### config.mk
export PLATFORM = sky130hd
export DESIGN_NAME = qed_dup_queue
export DESIGN_NICKNAME = d
export VERILOG_FILES = /design/src/rtl/qed_pkg.sv /design/src/rtl/qed_sync_fifo.sv /design/src/rtl/qed_dup_queue.sv
export SDC_FILE = /design/constraint.sdc
export NUM_CORES = 1
export LEC_CHECK = 0
export CAP_MARGIN = 20
export CORE_MARGIN = 8
export CORE_UTILIZATION = 55
export DETAILED_ROUTE_END_ITERATION = 10
export PLACE_DENSITY = 0.75
export SYNTH_ARGS = -nofsm -noshare
export SYNTH_HDL_FRONTEND = slang
export SYNTH_SLANG_ARGS = --single-unit
### constraint.sdc
create_clock -name clk -period 6.4 [get_ports clk]
set_input_delay 0.96 -clock clk [delete_from_list [all_inputs] [get_ports clk]]
set_output_delay 0.96 -clock clk [all_outputs]
set_load 0.01 [all_outputs]
### src/rtl/qed_pkg.sv
`default_nettype none
// ============================================================================
//  Module      : qed_pkg
//  Description : Shared constants, FSM state type and the register/immediate
//                split helpers used to build QED duplicate instructions.
//  Revision    : 1.0 - initial release
// ============================================================================
package qed_pkg;

  // RV32 major opcodes the QED decoder classifies
  localparam logic [6:0]  OP_IMM = 7'b0010011;
  localparam logic [6:0]  OP     = 7'b0110011;
  localparam logic [6:0]  LOAD   = 7'b0000011;
  localparam logic [6:0]  STORE  = 7'b0100011;
  localparam logic [31:0] NOP    = 32'h0000_0013;

  // Issue sequencer states
  typedef enum logic [1:0] {
    ORIG  = 2'd0,
    DRAIN = 2'd1,
    DUP   = 2'd2,
    DONE  = 2'd3
  } state_e;

  // Move a nonzero register index into the duplicate half of the register file:
  // bit 'sb' forced high, bits above it cleared, x0 left alone.
  function automatic logic [4:0] map_reg(input logic [4:0] r, input int sb);
    logic [4:0] low_mask;
    low_mask = (5'b1 << sb) - 5'b1;
    if (r == 5'd0) return 5'd0;
    return (r & low_mask) | (5'b1 << sb);
  endfunction

  // Move a 12-bit memory offset into the duplicate half of the address space:
  // bit 'sb' forced high, bits [11:sb+1] cleared, low bits kept.
  function automatic logic [11:0] split_imm(input logic [11:0] imm, input int sb);
    logic [11:0] low_mask;
    low_mask = (12'b1 << sb) - 12'b1;
    return (imm & low_mask) | (12'b1 << sb);
  endfunction

endpackage
`default_nettype wire

### src/rtl/qed_sync_fifo.sv
`default_nettype none
// ============================================================================
//  Module      : qed_sync_fifo
//  Description : DEPTH x XLEN synchronous first-word-fall-through FIFO holding
//                QED duplicates. Overflow/underflow requests are ignored.
//  Revision    : 1.0 - initial release
// ============================================================================
module qed_sync_fifo #(
  parameter int XLEN  = 32,
  parameter int DEPTH = 8
) (
  input  logic                           clk,
  input  logic                           rst_n,
  input  logic                           push_i,
  input  logic [XLEN-1:0]                push_data_i,
  input  logic                           pop_i,
  output logic [XLEN-1:0]                head_o,
  output logic [$clog2(DEPTH+1)-1:0]     count_o,
  output logic                           full_o,
  output logic                           empty_o
);

  localparam int AW = $clog2(DEPTH);
  localparam int CW = $clog2(DEPTH+1);

  logic [XLEN-1:0] mem_q [DEPTH];
  logic [AW-1:0]   wr_ptr_q;
  logic [AW-1:0]   rd_ptr_q;
  logic [CW-1:0]   count_q;
  logic            do_push;
  logic            do_pop;

  assign do_push = push_i && !full_o;
  assign do_pop  = pop_i && !empty_o;

  // Storage array; contents need no reset since occupancy gates every read
  always_ff @(posedge clk) begin
    if (do_push) mem_q[wr_ptr_q] <= push_data_i;
  end

  // Pointers wrap naturally on power-of-two depth; count tracks occupancy
  always_ff @(posedge clk or negedge rst_n) begin
    if (!rst_n) begin
      wr_ptr_q <= '0;
      rd_ptr_q <= '0;
      count_q  <= '0;
    end else begin
      if (do_push) wr_ptr_q <= wr_ptr_q + AW'(1);
      if (do_pop)  rd_ptr_q <= rd_ptr_q + AW'(1);
      count_q <= count_q + CW'(do_push) - CW'(do_pop);
    end
  end

  assign head_o  = mem_q[rd_ptr_q];
  assign count_o = count_q;
  assign full_o  = (count_q == CW'(DEPTH));
  assign empty_o = (count_q == '0);

endmodule
`default_nettype wire

### src/rtl/qed_dup_queue.sv
`default_nettype none
// ============================================================================
//  Module      : qed_dup_queue
//  Description : Issues original instructions unchanged while queueing their
//                QED duplicates (register and memory split applied), then
//                replays the queued duplicates on exec_dup.
//  Revision    : 1.0 - initial release
// ============================================================================
module qed_dup_queue
  import qed_pkg::*;
#(
  parameter int XLEN          = 32,
  parameter int DEPTH         = 8,
  parameter int REG_SPLIT_BIT = 4,
  parameter int MEM_SPLIT_BIT = 10
) (
  input  logic                        clk,
  input  logic                        rst_n,
  input  logic                        ena,
  input  logic                        in_valid,
  output logic                        in_ready,
  input  logic [XLEN-1:0]             in_instruction,
  input  logic                        in_is_i,
  input  logic                        in_is_r,
  input  logic                        in_is_lw,
  input  logic                        in_is_sw,
  input  logic                        exec_dup,
  output logic                        out_valid,
  input  logic                        out_ready,
  output logic [XLEN-1:0]             out_instruction,
  output logic                        out_is_dup,
  output logic                        dup_done,
  output logic [$clog2(DEPTH+1)-1:0]  count,
  output logic                        full,
  output logic                        empty
);

  localparam int CW = $clog2(DEPTH+1);

  state_e          state_q;
  logic            out_valid_q;
  logic [XLEN-1:0] out_instr_q;
  logic            out_is_dup_q;

  logic            queueable;
  logic            load_ok;
  logic            accept;
  logic            push;
  logic            pop;
  logic [XLEN-1:0] dup_word;
  logic [XLEN-1:0] fifo_head;
  logic [11:0]     s_imm;

  // Build the duplicate word; decoder flags resolved with priority I > LW > R > SW
  always_comb begin
    queueable = in_is_i || in_is_lw || in_is_r || in_is_sw;
    dup_word  = in_instruction;
    s_imm     = split_imm({in_instruction[31:25], in_instruction[11:7]}, MEM_SPLIT_BIT);
    if (in_is_i) begin
      dup_word[11:7]  = map_reg(in_instruction[11:7],  REG_SPLIT_BIT);
      dup_word[19:15] = map_reg(in_instruction[19:15], REG_SPLIT_BIT);
    end else if (in_is_lw) begin
      dup_word[11:7]  = map_reg(in_instruction[11:7],  REG_SPLIT_BIT);
      dup_word[19:15] = map_reg(in_instruction[19:15], REG_SPLIT_BIT);
      dup_word[31:20] = split_imm(in_instruction[31:20], MEM_SPLIT_BIT);
    end else if (in_is_r) begin
      dup_word[11:7]  = map_reg(in_instruction[11:7],  REG_SPLIT_BIT);
      dup_word[19:15] = map_reg(in_instruction[19:15], REG_SPLIT_BIT);
      dup_word[24:20] = map_reg(in_instruction[24:20], REG_SPLIT_BIT);
    end else if (in_is_sw) begin
      // Only imm[11:5] carries split bits; imm[4:0] in rd field stays as is
      dup_word[19:15] = map_reg(in_instruction[19:15], REG_SPLIT_BIT);
      dup_word[24:20] = map_reg(in_instruction[24:20], REG_SPLIT_BIT);
      dup_word[31:25] = s_imm[11:5];
    end
  end

  // The output register may take a new word when empty or being consumed.
  // Requesting replay blocks new originals in the same cycle so nothing
  // slips in behind the duplicates.
  assign load_ok  = !out_valid_q || out_ready;
  assign in_ready = (state_q == ORIG) && load_ok
                    && !(ena && queueable && full)
                    && !(ena && exec_dup);
  assign accept   = in_valid && in_ready;
  assign push     = accept && ena && queueable;
  assign pop      = (state_q == DUP) && load_ok && !empty;

  qed_sync_fifo #(
    .XLEN  (XLEN),
    .DEPTH (DEPTH)
  ) u_fifo (
    .clk         (clk),
    .rst_n       (rst_n),
    .push_i      (push),
    .push_data_i (dup_word),
    .pop_i       (pop),
    .head_o      (fifo_head),
    .count_o     (count),
    .full_o      (full),
    .empty_o     (empty)
  );

  // Sequencer and output register: originals in ORIG, FIFO replay in DUP
  always_ff @(posedge clk or negedge rst_n) begin
    if (!rst_n) begin
      state_q      <= ORIG;
      out_valid_q  <= 1'b0;
      out_instr_q  <= '0;
      out_is_dup_q <= 1'b0;
    end else begin
      case (state_q)
        ORIG: begin
          if (accept) begin
            out_valid_q  <= 1'b1;
            out_instr_q  <= in_instruction;
            out_is_dup_q <= 1'b0;
          end else if (load_ok) begin
            out_valid_q <= 1'b0;
          end
          if (ena && exec_dup) state_q <= DRAIN;
        end
        DRAIN: begin
          // Let the last original leave before duplicates take the register
          if (load_ok) begin
            out_valid_q <= 1'b0;
            state_q     <= empty ? DONE : DUP;
          end
        end
        DUP: begin
          if (load_ok) begin
            if (!empty) begin
              out_valid_q  <= 1'b1;
              out_instr_q  <= fifo_head;
              out_is_dup_q <= 1'b1;
              if (count == CW'(1)) state_q <= DONE;
            end else begin
              out_valid_q <= 1'b0;
              state_q     <= DONE;
            end
          end
        end
        DONE: begin
          if (load_ok) out_valid_q <= 1'b0;
          if (!exec_dup) state_q <= ORIG;
        end
        default: state_q <= ORIG;
      endcase
    end
  end

  assign out_valid       = out_valid_q;
  assign out_instruction = out_instr_q;
  assign out_is_dup      = out_is_dup_q;
  assign dup_done        = (state_q == DONE);

endmodule
`default_nettype wire

==> results of run 1 <==
==> how the worst min path moves through the flow <==
stage	cells past startpoint	slack [ps]	endpoint	start
floorplan	1	530	u_fifo.wr_ptr_q[2]	u_fifo.wr_ptr_q[2]
global placement	2	490	out_is_dup	out_is_dup
detailed placement	2	510	out_is_dup	out_is_dup
CTS	2	520	out_is_dup	out_is_dup
global route	2	560	out_instruction[9]	out_instruction[9]
finish	2	520	out_is_dup	out_is_dup
==> metal layers <==
metal / vias up / routed length (µm) / GRT usage
li1: 2749 / - / -
met1: 3426 / 11100 / 0.278
met2: 293 / 13800 / 0.344
met3: 47 / 2050 / 0.0341
met4: 0 / 593 / 0.0674
met5: - / 0 / 0
==> kinds of logic (layout without fill, tap and decap cells) <==
| logic type | Yosys count | after routing | share of synthesized area |
|---|---|---|---|
| and+or+nand+nor | 75 | 75 | 0.0296 |
| buffers and inverters | 59 | 169 | 0.0229 |
| xor gates and xnor gates | 6 | 6 | 0.00435 |
| muxes | 67 | 67 | 0.122 |
| AOI/OAI and AO/OA | 117 | 117 | 0.0735 |
| DFF | 302 | 302 | 0.732 |
| adders and majority gates | 14 | 14 | 0.0151 |
==> registers in the layout, indices dropped and copies added, names as in the netlist <==
| name | count |
|---|---|
| u_fifo.rd_ptr_q | 3 |
| out_instruction | 32 |
| out_is_dup | 1 |
| u_fifo.mem_q | 256 |
| out_valid | 1 |
| u_fifo.wr_ptr_q | 3 |
| state_q | 2 |
| u_fifo.count_o | 4 |
==> layout make-up <==
class | count | share of cell area
Clock inverter | 21 | 0.0147
Sequential cell | 302 | 0.622
Multi-Input combinational cell | 279 | 0.210
Clock buffer | 35 | 0.0556
Tap cell | 280 | 0.0246
Inverter | 13 | 0.00343
Timing Repair Buffer | 100 | 0.0692
==> power breakdown <==
| group | internal, mW | switching, mW | total (mW) |
|---|---|---|---|
| registers | 2.32 | 0.197 | 2.52 |
| clock network | 1.04 | 0.722 | 1.77 |
| logic | 0.977 | 1.05 | 2.02 |
==> per-stage QoR <==
| step | cell area [µm²] | power, mW | utilization |
|---|---|---|---|
| finish | 14200 | 6.31 | 0.656 |
| global route | 14200 | 6.60 | 0.656 |
| CTS | 14200 | 6.36 | 0.655 |
| detailed placement | 13200 | 4.59 | 0.609 |
| global placement | 13200 | 4.49 | 0.607 |
| floorplan | 12100 | 3.88 | - |
==> synthesized netlist by cell type (all sizes together) <==
library cell,n
edfxtp,256
mux4,64
dfrtp,46
nor2,38
o21ai,35
clkbuf,32
o22ai,32
o31ai,32
buf,14
ha,13
inv,13
nand2,9
a21oi,6
nand2b,6
nor3,6
nor4,5
o21bai,4
mux2,3
xnor2,3
xor2,3
a21o,2
and3,2
nor3b,2
a2111oi,1
a22oi,1
and2,1
and2b,1
fa,1
nand4,1
nor2b,1
o211ai,1
o21a,1
o31a,1
o41ai,1
or2,1
or3,1
or4,1
==> tightest hold or removal path: stages (launching register included) <==
cell     delay (ps)
dfrtp_1         340
o21ai_0          70
o21ai_0          70
==> flow_metrics.py, run 1 <==
metrics = {
    "placement": {
        "place_congestion": 0.779,
        "place_ws_ps": 2280,
        "dp.cells": 973,
        "placement.io_buffers": 83,
        "place_hpwl_mm": 15.3,
    },
    "sta": {
        "tns_ps": 0,
        "slew_violations": 0,
        "hold_ws_ps": 521,
        "fin_crit_sh": 0.608,
        "finClkSkew_ps": 16.3,
        "fin_crit_ps": 3890,
        "final-hold-violation-count": 0,
        "final-setup-viol-count": 0,
        "fmax_ghz": 0.257,
        "slew_headroom": 0.338,
        "worst_pin_slew_ps": 993,
        "setup_ws_ps": 2510,
        "rsz0062_at_grt": "false",
    },
    "routing": {
        "drt_iter0_markers": 579,
        "ant_nets": 0,
        "dr_total_vias": 6515,
        "drt-vias-per-instance": 6.33,
        "wl_mm": 27.5,
        "drc": 0,
        "post_drt_wl_per_cell_um": 26.7,
        "firstDrtPassIters": 5,
    },
    "cts": {
        "root_buffer": "clkbuf_16",
        "cts.sinks": 302,
        "cts_tree": "built",
        "cts_buffers": 30,
        "postCtsResizedCells": 0,
        "worstSkewPairLatency_ps": 560,
        "clkTransAtPathRegs_ps": 60,
        "cts_hold_buf": 0,
        "cts-htree-levels": 1,
        "post_cts_buffers": 0,
        "clock_path_buffers": 3,
    },
    "setup_path": {
        "crit_family": "buffers and inverters",
        "setup.worst_path.end": "in_ready",
        "crit_path_start_kind": "input pin",
        "r2r_cells": 11,
        "crit_chain": "clkdlybuf4s50_1 -> or4_4 -> a21o_1 -> a21oi_1 -> clkdlybuf4s50_1",
        "cp.depth": 5,
        "critPathRequiredTime_ps": 5440,
        "r2r-start": "state_q[0]",
        "path_class": "in2out",
        "slowest_delay_ps": 570,
        "crit_path_end_kind": "output pin",
        "cp.arrival_ps": 2930,
        "timing.rr.end": "u_fifo.count_o[2]",
        "cp-startpoint": "in_is_sw",
        "rrSetupSlack_ps": 2930,
        "path_buf_inv": 2,
        "path_max_fanout": 4,
        "slowest_stage": "or4_4",
        "critical_path.most_common_cell": "clkdlybuf4s50_1",
    },
    "logic_synthesis": {
        "seq_area_frac_synth": 0.732,
        "syn_inst": 640,
        "syn_nets": 696,
        "syn-mean-instance-area_um2": 18.9,
        "ys_ff_latch": 302,
        "yosys.area.top_type": "edfxtp_1",
        "synth_cell_types": 43,
        "ys.warnings.count": 0,
        "syn_area_um2": 12100,
        "synth_top_area_share": 0.637,
        "synth.area.top_cells": "edfxtp_1, mux4_2, dfrtp_1",
    },
    "global_route": {
        "track_usage": 0.208,
        "grt_overflow": 0,
        "grt_pass1_vias": 6879,
        "antenna_found_initial": 0,
        "grt_start_max_net_pins": 66,
        "grt_pass1_wl_mm": 41.5,
    },
    "min_path": {
        "hold_path_class": "reg2reg",
    },
    "power_and_ir_drop": {
        "ir_worst_vdd_mv": 0.336,
        "p_leak_nw": 4.74,
        "power_density_nw_per_um2": 443,
    },
    "final_layout": {
        "final_common_cell": "edfxtp_1",
        "seq_area_um2": 8840,
        "n_fill_cell": 1421,
        "layout_common_cells": "edfxtp_1, clkdlybuf4s50_1, mux4_2, dfrtp_1",
        "multiInputGateArea_um2": 2990,
        "drive_gt1_frac": 0.228,
        "syn2layout_area_growth_pct": 17.8,
        "final_net_count": 782,
        "antenna_cells": 0,
        "final_cell_count_no_fill": 1030,
    },
    "floorplan": {
        "rows": 54,
        "die_h_um": 164,
        "core_um2": 21700,
        "io_pins": 84,
        "fp.dieW_um": 164,
        "dieArea_um2": 26900,
        "start_util": 0.557,
    },
    "run_status": {
        "status": "complete, no violations",
    },
    "flow_run": {
        "maxCapViolations": 0,
    },
}
Note: power is estimated with default switching activity, not from simulation.
==> run 2, diff against run 1 <==
==> constraint.sdc (replaced) <==
create_clock -name clk -period 4 [get_ports clk]
set_input_delay 0.6 -clock clk [delete_from_list [all_inputs] [get_ports clk]]
set_output_delay 0.6 -clock clk [all_outputs]
set_load 0.01 [all_outputs]
==> run 2 against run 1 <==
Routed wire length fell by 3.4%. Hold slack got worse by 390 ps. Non-clock buffer count rose by 2. Largest power group unchanged. Count of clock-buffer cells in the layout fell by 1. Cell count fell by 0.19%. Combinational power rose by 61%. Die area did not move.
==> flow_metrics.py, run 2 (synthesized netlist as in run 1, its figures left out) <==
metrics = {
    "run_status": {
        "status": "complete, no violations",
    },
    "setup_path": {
        "path_max_fanout": 4,
        "path_class": "in2out",
        "r2r_cells": 10,
        "slowest_delay_ps": 630,
        "cp.arrival_ps": 2640,
        "r2r-start": "state_q[0]",
        "crit_family": "buffers and inverters",
        "cp.depth": 5,
        "critPathRequiredTime_ps": 3400,
        "cp-startpoint": "in_is_sw",
        "crit_path_start_kind": "input pin",
        "crit_path_end_kind": "output pin",
        "slowest_stage": "or4_4",
        "critical_path.most_common_cell": "clkdlybuf4s50_1",
        "path_buf_inv": 2,
        "crit_chain": "clkdlybuf4s50_1 -> or4_4 -> a21o_1 -> a21oi_1 -> clkdlybuf4s50_1",
    },
    "flow_run": {
        "maxCapViolations": 0,
    },
    "placement": {
        "place_congestion": 0.784,
        "placement.io_buffers": 83,
        "place_hpwl_mm": 15.1,
        "place_ws_ps": 458,
    },
    "final_layout": {
        "largest_reg_flops": 256,
        "final_common_cell": "edfxtp_1",
        "syn2layout_area_growth_pct": 17.9,
        "layout_common_cells": "edfxtp_1, clkdlybuf4s50_1, mux4_2, dfrtp_1",
        "regMostFlops": "u_fifo.mem_q",
        "drive_gt1_frac": 0.235,
        "antenna_cells": 0,
        "final_net_count": 782,
    },
    "global_route": {
        "grt_pass1_vias": 6818,
        "grt_overflow": 0,
        "grt_pass1_wl_mm": 40.4,
        "antenna_found_initial": 0,
        "track_usage": 0.198,
        "grt_start_max_net_pins": 66,
    },
    "routing": {
        "wl_mm": 26.6,
        "dr_total_vias": 6512,
        "drt_iter0_markers": 550,
        "firstDrtPassIters": 4,
        "ant_nets": 0,
        "drt-vias-per-instance": 6.33,
        "post_drt_wl_per_cell_um": 25.8,
        "drc": 0,
    },
    "power_and_ir_drop": {
        "power_mw": 9.89,
        "p_leak_nw": 4.75,
        "ir_worst_vdd_mv": 0.411,
        "power_density_nw_per_um2": 695,
    },
    "sta": {
        "setup_ws_ps": 760,
        "worst_pin_slew_ps": 1030,
        "fin_crit_ps": 3240,
        "slew_headroom": 0.316,
        "finClkSkew_ps": 10.3,
        "final-setup-viol-count": 0,
        "slew_violations": 0,
        "final-hold-violation-count": 0,
        "fin_crit_sh": 0.810,
        "fmax_ghz": 0.309,
        "rsz0062_at_grt": "false",
    },
    "cts": {
        "cts_buffers": 28,
        "cts_hold_buf": 0,
        "cts-htree-levels": 1,
        "clock_path_buffers": 3,
        "worstSkewPairLatency_ps": 520,
        "clkTransAtPathRegs_ps": 60,
        "root_buffer": "clkbuf_16",
        "post_cts_buffers": 0,
        "postCtsResizedCells": 0,
        "cts_tree": "built",
        "cts.sinks": 302,
    },
    "floorplan": {
        "dieArea_um2": 26900,
        "rows": 54,
        "fp.dieW_um": 164,
        "io_pins": 84,
        "core_um2": 21700,
        "die_h_um": 164,
        "start_util": 0.557,
    },
    "min_path": {
        "hold_path_class": "in2async",
    },
}
run 2: cell count changes in the layout (fill, tap and decap cells not counted), moves of 3 or more:
cell | before | now
clkbuf_8 | 0 | 3
buf_12 | 1 | 5
clkinv_1 | 9 | 4
clkinv_2 | 4 | 11
run 2: per-stage QoR:
step                hold WS, ps   util  area (µm²)  setup TNS (ps)  std cells
finish                      131  0.656       14200               0       1028
detailed placement          518  0.611       13300               0        974
global placement            497  0.611       13300               0        974
global route                185  0.656       14200               0       1028
floorplan                   304      -       12100          -10620        640
CTS                         148  0.654       14200               0       1026
run 2: path summary, 6_finish.rpt:
path | to | slack (ps)
max | in_ready | 760
min reg2reg | out_instruction[1] | 540
min | out_valid | 130
max reg2reg | u_fifo.count_o[1] | 1080
max in group asynchronous | u_fifo.rd_ptr_q[2] | 3030
min in group clk | out_instruction[1] | 540
run 2: per-layer routing:
metal / vias up / global-route usage / share of wire / wire (µm)
li1: 2748 / - / - / -
met5: - / 0 / 0 / 0
met2: 252 / 0.337 / 0.51 / 13600
met1: 3469 / 0.268 / 0.41 / 10900
met3: 43 / 0.0248 / 0.060 / 1580
met4: 0 / 0.0512 / 0.018 / 466
run 2: report_power, final:
part / total [mW] / switching, mW / internal [mW]
Clock: 2.65 / 1.08 / 1.56
Sequential: 3.99 / 0.282 / 3.71
Combinational: 3.25 / 1.67 / 1.57
run 2: cell type report:
type	count	area, µm²
clock buffers	34	774
clock inverters	18	160
fillers	1408	7450
inverters	13	48.8
multi-input cells	279	3010
flip-flops and latches	302	8840
well taps	280	350
repair buffers	102	1050
